File: config.mk
export PLATFORM = sky130hd
export DESIGN_NAME = csr_trap_ctrl
export DESIGN_NICKNAME = d
export VERILOG_FILES = /design/src/rtl/csr_trap_ctrl.sv
export SDC_FILE = /design/constraint.sdc
export NUM_CORES = 1
export LEC_CHECK = 0
export CAP_MARGIN = 20
export CORE_AREA = 2 2 130 132
export CTS_CLUSTER_SIZE = 30
export DETAILED_ROUTE_END_ITERATION = 6
export DIE_AREA = 0 0 132 134
export GPL_TIMING_DRIVEN = 0
export PLACE_DENSITY = 0.82
export REMOVE_ABC_BUFFERS = 1
export SLEW_MARGIN = 20
export SYNTH_ARGS = -nofsm -noshare
export SYNTH_HDL_FRONTEND = slang
export SYNTH_SLANG_ARGS = --single-unit
export TNS_END_PERCENT = 5
File: constraint.sdc
create_clock -name clk -period 3.5 [get_ports clk]
set_clock_uncertainty 0.1 [all_clocks]
set_input_delay 0.7 -clock clk [delete_from_list [all_inputs] [get_ports clk]]
set_output_delay 0.7 -clock clk [all_outputs]
set_load 0.005 [all_outputs]
File: src/rtl/csr_trap_ctrl.sv
// Machine-mode trap/return sequencer: serialises mepc/mcause/mstatus updates onto the
// single CSR write port, stalls the pipeline, then redirects the PC.
module csr_trap_ctrl #(
  parameter int unsigned     XLEN   = 32,
  parameter logic [XLEN-1:0] RST_PC = '0
) (
  input  logic            clk,
  input  logic            rst,
  input  logic            inst_valid_i,
  input  logic [XLEN-1:0] inst_addr_i,
  input  logic            ecall_i,
  input  logic            ebreak_i,
  input  logic            illegal_i,
  input  logic            mret_i,
  input  logic            ext_irq_i,
  input  logic            timer_irq_i,
  input  logic [XLEN-1:0] csr_mstatus_i,
  input  logic [XLEN-1:0] csr_mie_i,
  input  logic [XLEN-1:0] csr_mtvec_i,
  input  logic [XLEN-1:0] csr_mepc_i,
  input  logic            ex_csr_we_i,
  input  logic [XLEN-1:0] ex_csr_waddr_i,
  input  logic [XLEN-1:0] ex_csr_wdata_i,
  output logic            csr_we_o,
  output logic [XLEN-1:0] csr_waddr_o,
  output logic [XLEN-1:0] csr_wdata_o,
  output logic            hold_o,
  output logic            jump_o,
  output logic [XLEN-1:0] jump_addr_o
);

  localparam logic [11:0] ADDR_MSTATUS = 12'h300;
  localparam logic [11:0] ADDR_MEPC    = 12'h341;
  localparam logic [11:0] ADDR_MCAUSE  = 12'h342;

  localparam logic [XLEN-1:0] CAUSE_ILLEGAL = XLEN'(2);
  localparam logic [XLEN-1:0] CAUSE_EBREAK  = XLEN'(3);
  localparam logic [XLEN-1:0] CAUSE_ECALL   = XLEN'(11);
  localparam logic [XLEN-1:0] CAUSE_EXT     = {1'b1, (XLEN-1)'(11)};
  localparam logic [XLEN-1:0] CAUSE_TIMER   = {1'b1, (XLEN-1)'(7)};

  typedef enum logic [2:0] {
    IDLE, T_MEPC, T_CAUSE, T_STATUS, T_JUMP, R_STATUS, R_JUMP
  } state_e;

  state_e          state_q, state_d;
  logic [XLEN-1:0] cause_q, cause_d;
  logic [XLEN-1:0] pc_q, pc_d;
  logic [XLEN-1:0] jaddr_q, jaddr_d;

  logic            req_c;
  logic            req_mret_c;
  logic [XLEN-1:0] req_cause_c;
  logic [XLEN-1:0] trap_status_c;
  logic [XLEN-1:0] mret_status_c;
  logic [XLEN-1:0] trap_base_c;
  logic [XLEN-1:0] trap_tgt_c;
  logic            unused_mie;

  assign unused_mie = ^{csr_mie_i[XLEN-1:12], csr_mie_i[10:8], csr_mie_i[6:0]};

  // Request priority: exceptions, then mret, then external, then timer interrupt.
  always_comb begin
    req_c       = 1'b0;
    req_mret_c  = 1'b0;
    req_cause_c = '0;
    if (inst_valid_i && illegal_i) begin
      req_c       = 1'b1;
      req_cause_c = CAUSE_ILLEGAL;
    end else if (inst_valid_i && ebreak_i) begin
      req_c       = 1'b1;
      req_cause_c = CAUSE_EBREAK;
    end else if (inst_valid_i && ecall_i) begin
      req_c       = 1'b1;
      req_cause_c = CAUSE_ECALL;
    end else if (mret_i) begin
      req_c      = 1'b1;
      req_mret_c = 1'b1;
    end else if (inst_valid_i && csr_mstatus_i[3] && csr_mie_i[11] && ext_irq_i) begin
      req_c       = 1'b1;
      req_cause_c = CAUSE_EXT;
    end else if (inst_valid_i && csr_mstatus_i[3] && csr_mie_i[7] && timer_irq_i) begin
      req_c       = 1'b1;
      req_cause_c = CAUSE_TIMER;
    end
  end

  // mstatus images for trap entry and mret, plus the trap vector target.
  always_comb begin
    trap_status_c        = csr_mstatus_i;
    trap_status_c[7]     = csr_mstatus_i[3];
    trap_status_c[3]     = 1'b0;
    trap_status_c[12:11] = 2'b11;
    mret_status_c        = csr_mstatus_i;
    mret_status_c[3]     = csr_mstatus_i[7];
    mret_status_c[7]     = 1'b1;
    mret_status_c[12:11] = 2'b11;
    trap_base_c          = {csr_mtvec_i[XLEN-1:2], 2'b00};
    trap_tgt_c           = trap_base_c;
    if (cause_q[XLEN-1] && (csr_mtvec_i[1:0] == 2'b01)) begin
      trap_tgt_c = trap_base_c + XLEN'({cause_q[XLEN-2:0], 2'b00});
    end
  end

  always_ff @(posedge clk or posedge rst) begin
    if (rst) begin
      state_q <= IDLE;
      cause_q <= '0;
      pc_q    <= '0;
      jaddr_q <= RST_PC;
    end else begin
      state_q <= state_d;
      cause_q <= cause_d;
      pc_q    <= pc_d;
      jaddr_q <= jaddr_d;
    end
  end

  always_comb begin
    state_d     = state_q;
    cause_d     = cause_q;
    pc_d        = pc_q;
    jaddr_d     = jaddr_q;
    csr_we_o    = 1'b0;
    csr_waddr_o = '0;
    csr_wdata_o = '0;
    hold_o      = 1'b1;
    jump_o      = 1'b0;
    jump_addr_o = jaddr_q;
    unique case (state_q)
      IDLE: begin
        csr_we_o    = ex_csr_we_i;
        csr_waddr_o = ex_csr_waddr_i;
        csr_wdata_o = ex_csr_wdata_i;
        hold_o      = req_c;
        if (req_c) begin
          cause_d = req_cause_c;
          pc_d    = inst_addr_i;
          state_d = req_mret_c ? R_STATUS : T_MEPC;
        end
      end
      T_MEPC: begin
        csr_we_o    = 1'b1;
        csr_waddr_o = XLEN'(ADDR_MEPC);
        csr_wdata_o = pc_q;
        state_d     = T_CAUSE;
      end
      T_CAUSE: begin
        csr_we_o    = 1'b1;
        csr_waddr_o = XLEN'(ADDR_MCAUSE);
        csr_wdata_o = cause_q;
        state_d     = T_STATUS;
      end
      T_STATUS: begin
        csr_we_o    = 1'b1;
        csr_waddr_o = XLEN'(ADDR_MSTATUS);
        csr_wdata_o = trap_status_c;
        state_d     = T_JUMP;
      end
      T_JUMP: begin
        jump_o      = 1'b1;
        jump_addr_o = trap_tgt_c;
        jaddr_d     = trap_tgt_c;
        state_d     = IDLE;
      end
      R_STATUS: begin
        csr_we_o    = 1'b1;
        csr_waddr_o = XLEN'(ADDR_MSTATUS);
        csr_wdata_o = mret_status_c;
        state_d     = R_JUMP;
      end
      R_JUMP: begin
        jump_o      = 1'b1;
        jump_addr_o = csr_mepc_i;
        jaddr_d     = csr_mepc_i;
        state_d     = IDLE;
      end
      default: begin
        hold_o  = 1'b0;
        state_d = IDLE;
      end
    endcase
  end

endmodule

==> run summary <==
STATUS
--------------------------------------------------------------------------------
Outcome ........................................................... finished, violations left
Violations in the final reports ................................... setup timing

SYNTH
--------------------------------------------------------------------------------
Most frequent cell after synthesis ................................ sky130_fd_sc_hd__dfrtp_1
Post-synthesis sequential element count ...........................           72
Async set-or-reset flop fraction in the synthesized netlist .......         100%
Most used flip-flop cell after synthesis .......................... sky130_fd_sc_hd__dfrtp_1
Sequential-to-total area share from yosys stat ....................        36.3%
Post-synthesis cell type count ....................................           54
Ranking of synthesized cells by instance count .................... 72 x sky130_fd_sc_hd__dfrtp_1, 56 x sky130_fd_sc_hd__nand2_1, 48 x sky130_fd_sc_hd__o21ai_0
Synth area leader ................................................. sky130_fd_sc_hd__dfrtp_1
Post-synth design cell area ....................................... 0.00496 sq mm
Instance count of the mapped netlist ..............................          557
Post-synth EDFFs ..................................................            0
Post-synthesis area per instance ..................................   8.90 sq um
Top cell type's share of synthesized area .........................        36.3%
Warnings from Yosys ...............................................            0
Cells taking the most area after synthesis ........................ sky130_fd_sc_hd__dfrtp_1 36%, sky130_fd_sc_hd__mux2_2 7.3%, sky130_fd_sc_hd__mux2i_1 5.2%, sky130_fd_sc_hd__a22o_1 4.9%, sky130_fd_sc_hd__o21ai_0 4.8%

PLACE
--------------------------------------------------------------------------------
Number of input and output port buffers inserted ..................          300
Detail Placement HPWL .............................................    13,800 um
GP Congestion .....................................................        0.821
Placement Setup Slack .............................................    -0.812 ns

CRITICAL PATH
--------------------------------------------------------------------------------
Required arrival time at the worst endpoint .......................      2.70 ns
Depth of the most critical reg-to-reg path ........................            6
Setup crit end kind ...............................................  output port
Instance count on the critical path ...............................            9
Type of element launching the critical path ....................... primary input
Worst path arrival time ...........................................      2.78 ns
R2R Path Start ....................................................   state_q[1]
Setup slack of the most critical reg-to-reg path ..................      0.97 ns
Critical path, cell by cell ....................................... dlygate4sd2_1 -> ha_4 -> o21ai_0 -> o21ba_4 -> buf_6 -> nor4b_4 -> xnor2_1 -> o22ai_1 -> dlygate4sd2_1
Cell with the largest stage delay on the worst path ............... sky130_fd_sc_hd__ha_4
Cell mode on critical path ........................................ sky130_fd_sc_hd__dlygate4sd2_1
Class of the most critical setup path ............................. primary input to output port
CP Max Fanout .....................................................            6
Family with the most delay on the worst path ...................... buffers and inverters
Buf/Inv on CP .....................................................            3
Capturing point of the worst reg2reg path .........................     pc_q[15]
Worst setup path start ............................................ csr_mtvec_i[4]
Largest incremental delay on the critical path ....................      0.30 ns

TIMING
--------------------------------------------------------------------------------
Peak clock frequency supported by timing ..........................    0.280 GHz
Final critical delay including setup and external delays ..........      3.58 ns
Final count of hold timing violations .............................            0
Slew margin rel. ..................................................        69.1%
Endpoints failing setup ...........................................            5
Setup total negative slack ........................................    -0.296 ns
Measured slew at the worst slew-check pin .........................     0.463 ns
Final cycle utilization of the critical path ......................         102%
Unrepaired setup endpoints after global routing ...................          yes
Count of pins over their slew limit ...............................            0
Setup WS post-layout ..............................................   -0.0756 ns

DIE
--------------------------------------------------------------------------------
Number of top-level pins ..........................................          333
Row count .........................................................           47
Initial core utilization ..........................................        30.4%
Total core area ................................................... 0.0163 sq mm
Chip Height .......................................................       134 um
Floorplan die area ................................................ 0.0177 sq mm
Die Span X ........................................................       132 um

CLOCK TREE
--------------------------------------------------------------------------------
Clk root buf ...................................................... sky130_fd_sc_hd__clkbuf_16
TritonCTS sink count ..............................................           72
Latest clock arrival within the worst-skew pair ...................      0.34 ns
Deepest clock path buffer count ...................................            2
Inserted Clock Buffers ............................................            9
TritonCTS clock tree ..............................................         done
Clock transition at the registers of the reported paths ...........      0.05 ns
CTS HTree Levels ..................................................            3

PWR
--------------------------------------------------------------------------------
Cell Pwr Density ..................................................  747 mW/mm^2
Total leakage power ...............................................      3.89 nW
Worst VDD drop ....................................................   0.000380 V

GLOBAL ROUTING
--------------------------------------------------------------------------------
Global routing met1 resource utilization ..........................        25.2%
Maximum number of pins on one net before global-route repair ......           47
Total routing usage reported by global routing ....................        21.1%
Met3 Usage GRT ....................................................        5.29%
Number of global-route vias before repair .........................        5,582
Number of antenna violations at the first check in global routing .            1
First-pass GRT wire length ........................................    29,700 um
Peak-usage layer in the global routing report .....................         met2
Met2 GRT Util .....................................................        36.9%
Leftover overflow at the end of global routing ....................            0

MIN PATH
--------------------------------------------------------------------------------
Class of the tightest hold or removal check ....................... register to register
Startpoint of the tightest hold check path ........................   jaddr_q[1]
Terminating pin of the worst hold path ............................   jaddr_q[1]
Worst Hold Path Cells .............................................            2

DRT
--------------------------------------------------------------------------------
Detailed-route via count ..........................................        5,719
Per-cell via count in the routed design ...........................         5.20
Number of DRC violations after detailed-routing iteration 0 .......          259
Length of the first detailed-routing pass in iterations ...........            5
Final Routed Wirelength ...........................................    20,200 um
WL per Instance ...................................................      18.3 um
Remaining routing DRC violations ..................................            0
DRT antenna net count .............................................            0

LAYOUT
--------------------------------------------------------------------------------
Synth-to-Final Area Change ........................................        85.3%
Share of cells above drive strength 1 .............................        18.7%
Net total in the final layout .....................................        1,113

FLOW RUN
--------------------------------------------------------------------------------
Count of maximum capacitance violations ...........................            0

[timing repair]
action,4_1_cts,5_1_grt
gates cloned,2,1
setup buffers,25,14
hold endpoints to repair,0,0
resized for setup,109,70
pin swaps,33,18
hold buffers,0,0
endpoints found under the setup margin,79,81
[state kept, by name, summed over array words and instances, names as in the netlist]
register  flops
jaddr_q      32
pc_q         32
cause_q       5
state_q       3
[worst max path at each step]
stage                 endpoint  slack [ns]
2_1_floorplan           hold_o       -2.22
3_3_place_gp            hold_o       -5.71
3_5_place_dp   jump_addr_o[24]       -0.81
4_1_cts         jump_addr_o[5]       -0.23
5_1_grt        jump_addr_o[18]       -0.15
6_report       jump_addr_o[23]       -0.08
[cells by family (layout without fill, tap and decap cells)]
group                      Yosys count  count (layout)  share of synthesized area, %
and+or+nand+nor                    186             188                          19.8
AOI/OAI and AO/OA                  158             158                          19.8
DFF                                 72              72                          36.3
muxes                               62              62                          14.3
buffers and inverters               50             370                          4.04
xor gates and xnor gates            24              24                          4.24
adders and majority gates            5               5                          1.41
other                                0               1                             0
[worst register-to-register path, stage by stage (launching register included)]
cell and delay (ns):
sky130_fd_sc_hd__dfrtp_4 0.64, sky130_fd_sc_hd__buf_16 0.27, sky130_fd_sc_hd__nor3_4 0.33, sky130_fd_sc_hd__buf_6 0.21, sky130_fd_sc_hd__o21a_4 0.25, sky130_fd_sc_hd__buf_12 0.22
sky130_fd_sc_hd__mux2_2 0.38
[cell type report]
class	count	area, sq um
inverters	6	28.8
clock inverters	2	37.5
well taps	220	275
diodes	1	2.50
repair inverters	1	7.51
clock buffers	14	264
repair buffers	347	3470
fillers	1437	7100
flip-flops and latches	72	1810
multi-input cells	437	3290
[per-layer routing]
layer  routed length, um  share of wire (%)
met1                8120                 40
met2               10300                 51
met3                1310                6.5
met4                 500                2.5
met5                   0                  0
[placed cells by master (no fill, tap or decap), types with 5 or more instances in the layout]
| master | count |
|---|---|
| sky130_fd_sc_hd__nor3_2 | 9 |
| sky130_fd_sc_hd__clkbuf_2 | 6 |
| sky130_fd_sc_hd__a21oi_1 | 35 |
| sky130_fd_sc_hd__o21ai_0 | 42 |
| sky130_fd_sc_hd__dlymetal6s2s_1 | 18 |
| sky130_fd_sc_hd__mux2_2 | 32 |
| sky130_fd_sc_hd__xnor2_1 | 21 |
| sky130_fd_sc_hd__o21ai_1 | 7 |
| sky130_fd_sc_hd__dfrtp_1 | 69 |
| sky130_fd_sc_hd__and3_1 | 8 |
| sky130_fd_sc_hd__buf_6 | 8 |
| sky130_fd_sc_hd__mux2i_1 | 26 |
| sky130_fd_sc_hd__buf_4 | 30 |
| sky130_fd_sc_hd__a22o_1 | 28 |
| sky130_fd_sc_hd__clkdlybuf4s50_1 | 237 |
| sky130_fd_sc_hd__nor4_4 | 6 |
| sky130_fd_sc_hd__dlygate4sd2_1 | 27 |
| sky130_fd_sc_hd__and2_1 | 28 |
| sky130_fd_sc_hd__nand2_1 | 53 |
| sky130_fd_sc_hd__nor2_1 | 34 |
| sky130_fd_sc_hd__nand3_1 | 7 |
| sky130_fd_sc_hd__buf_12 | 5 |
| sky130_fd_sc_hd__buf_2 | 6 |
| sky130_fd_sc_hd__o22ai_1 | 21 |
| sky130_fd_sc_hd__nand4_1 | 6 |
| sky130_fd_sc_hd__clkbuf_16 | 9 |
[power by group]
part           total, W  leakage (nW)  internal [W]  switching [W]
sequential      0.00156         0.846       0.00125       0.000308
clock          0.000949         0.143      0.000592       0.000357
combinational   0.00435          2.90       0.00246        0.00189
total           0.00686          3.89       0.00430        0.00255
[through the flow]
| step | cell area, sq um | hold WS [ns] | power (W) | util, % | cells |
|---|---|---|---|---|---|
| after floorplan | 4780 | 0.355 | 0.00335 | - | 513 |
| after global placement | 8060 | 0.351 | 0.00534 | 49.5 | 1033 |
| after detailed placement | 8200 | 0.384 | 0.00559 | 50.4 | 1041 |
| after CTS | 8870 | 0.397 | 0.00666 | 54.5 | 1084 |
| after global routing | 9190 | 0.427 | 0.00732 | 56.4 | 1100 |
| final | 9190 | 0.397 | 0.00686 | 56.4 | 1100 |
Note: power is estimated with default switching activity, not from simulation.
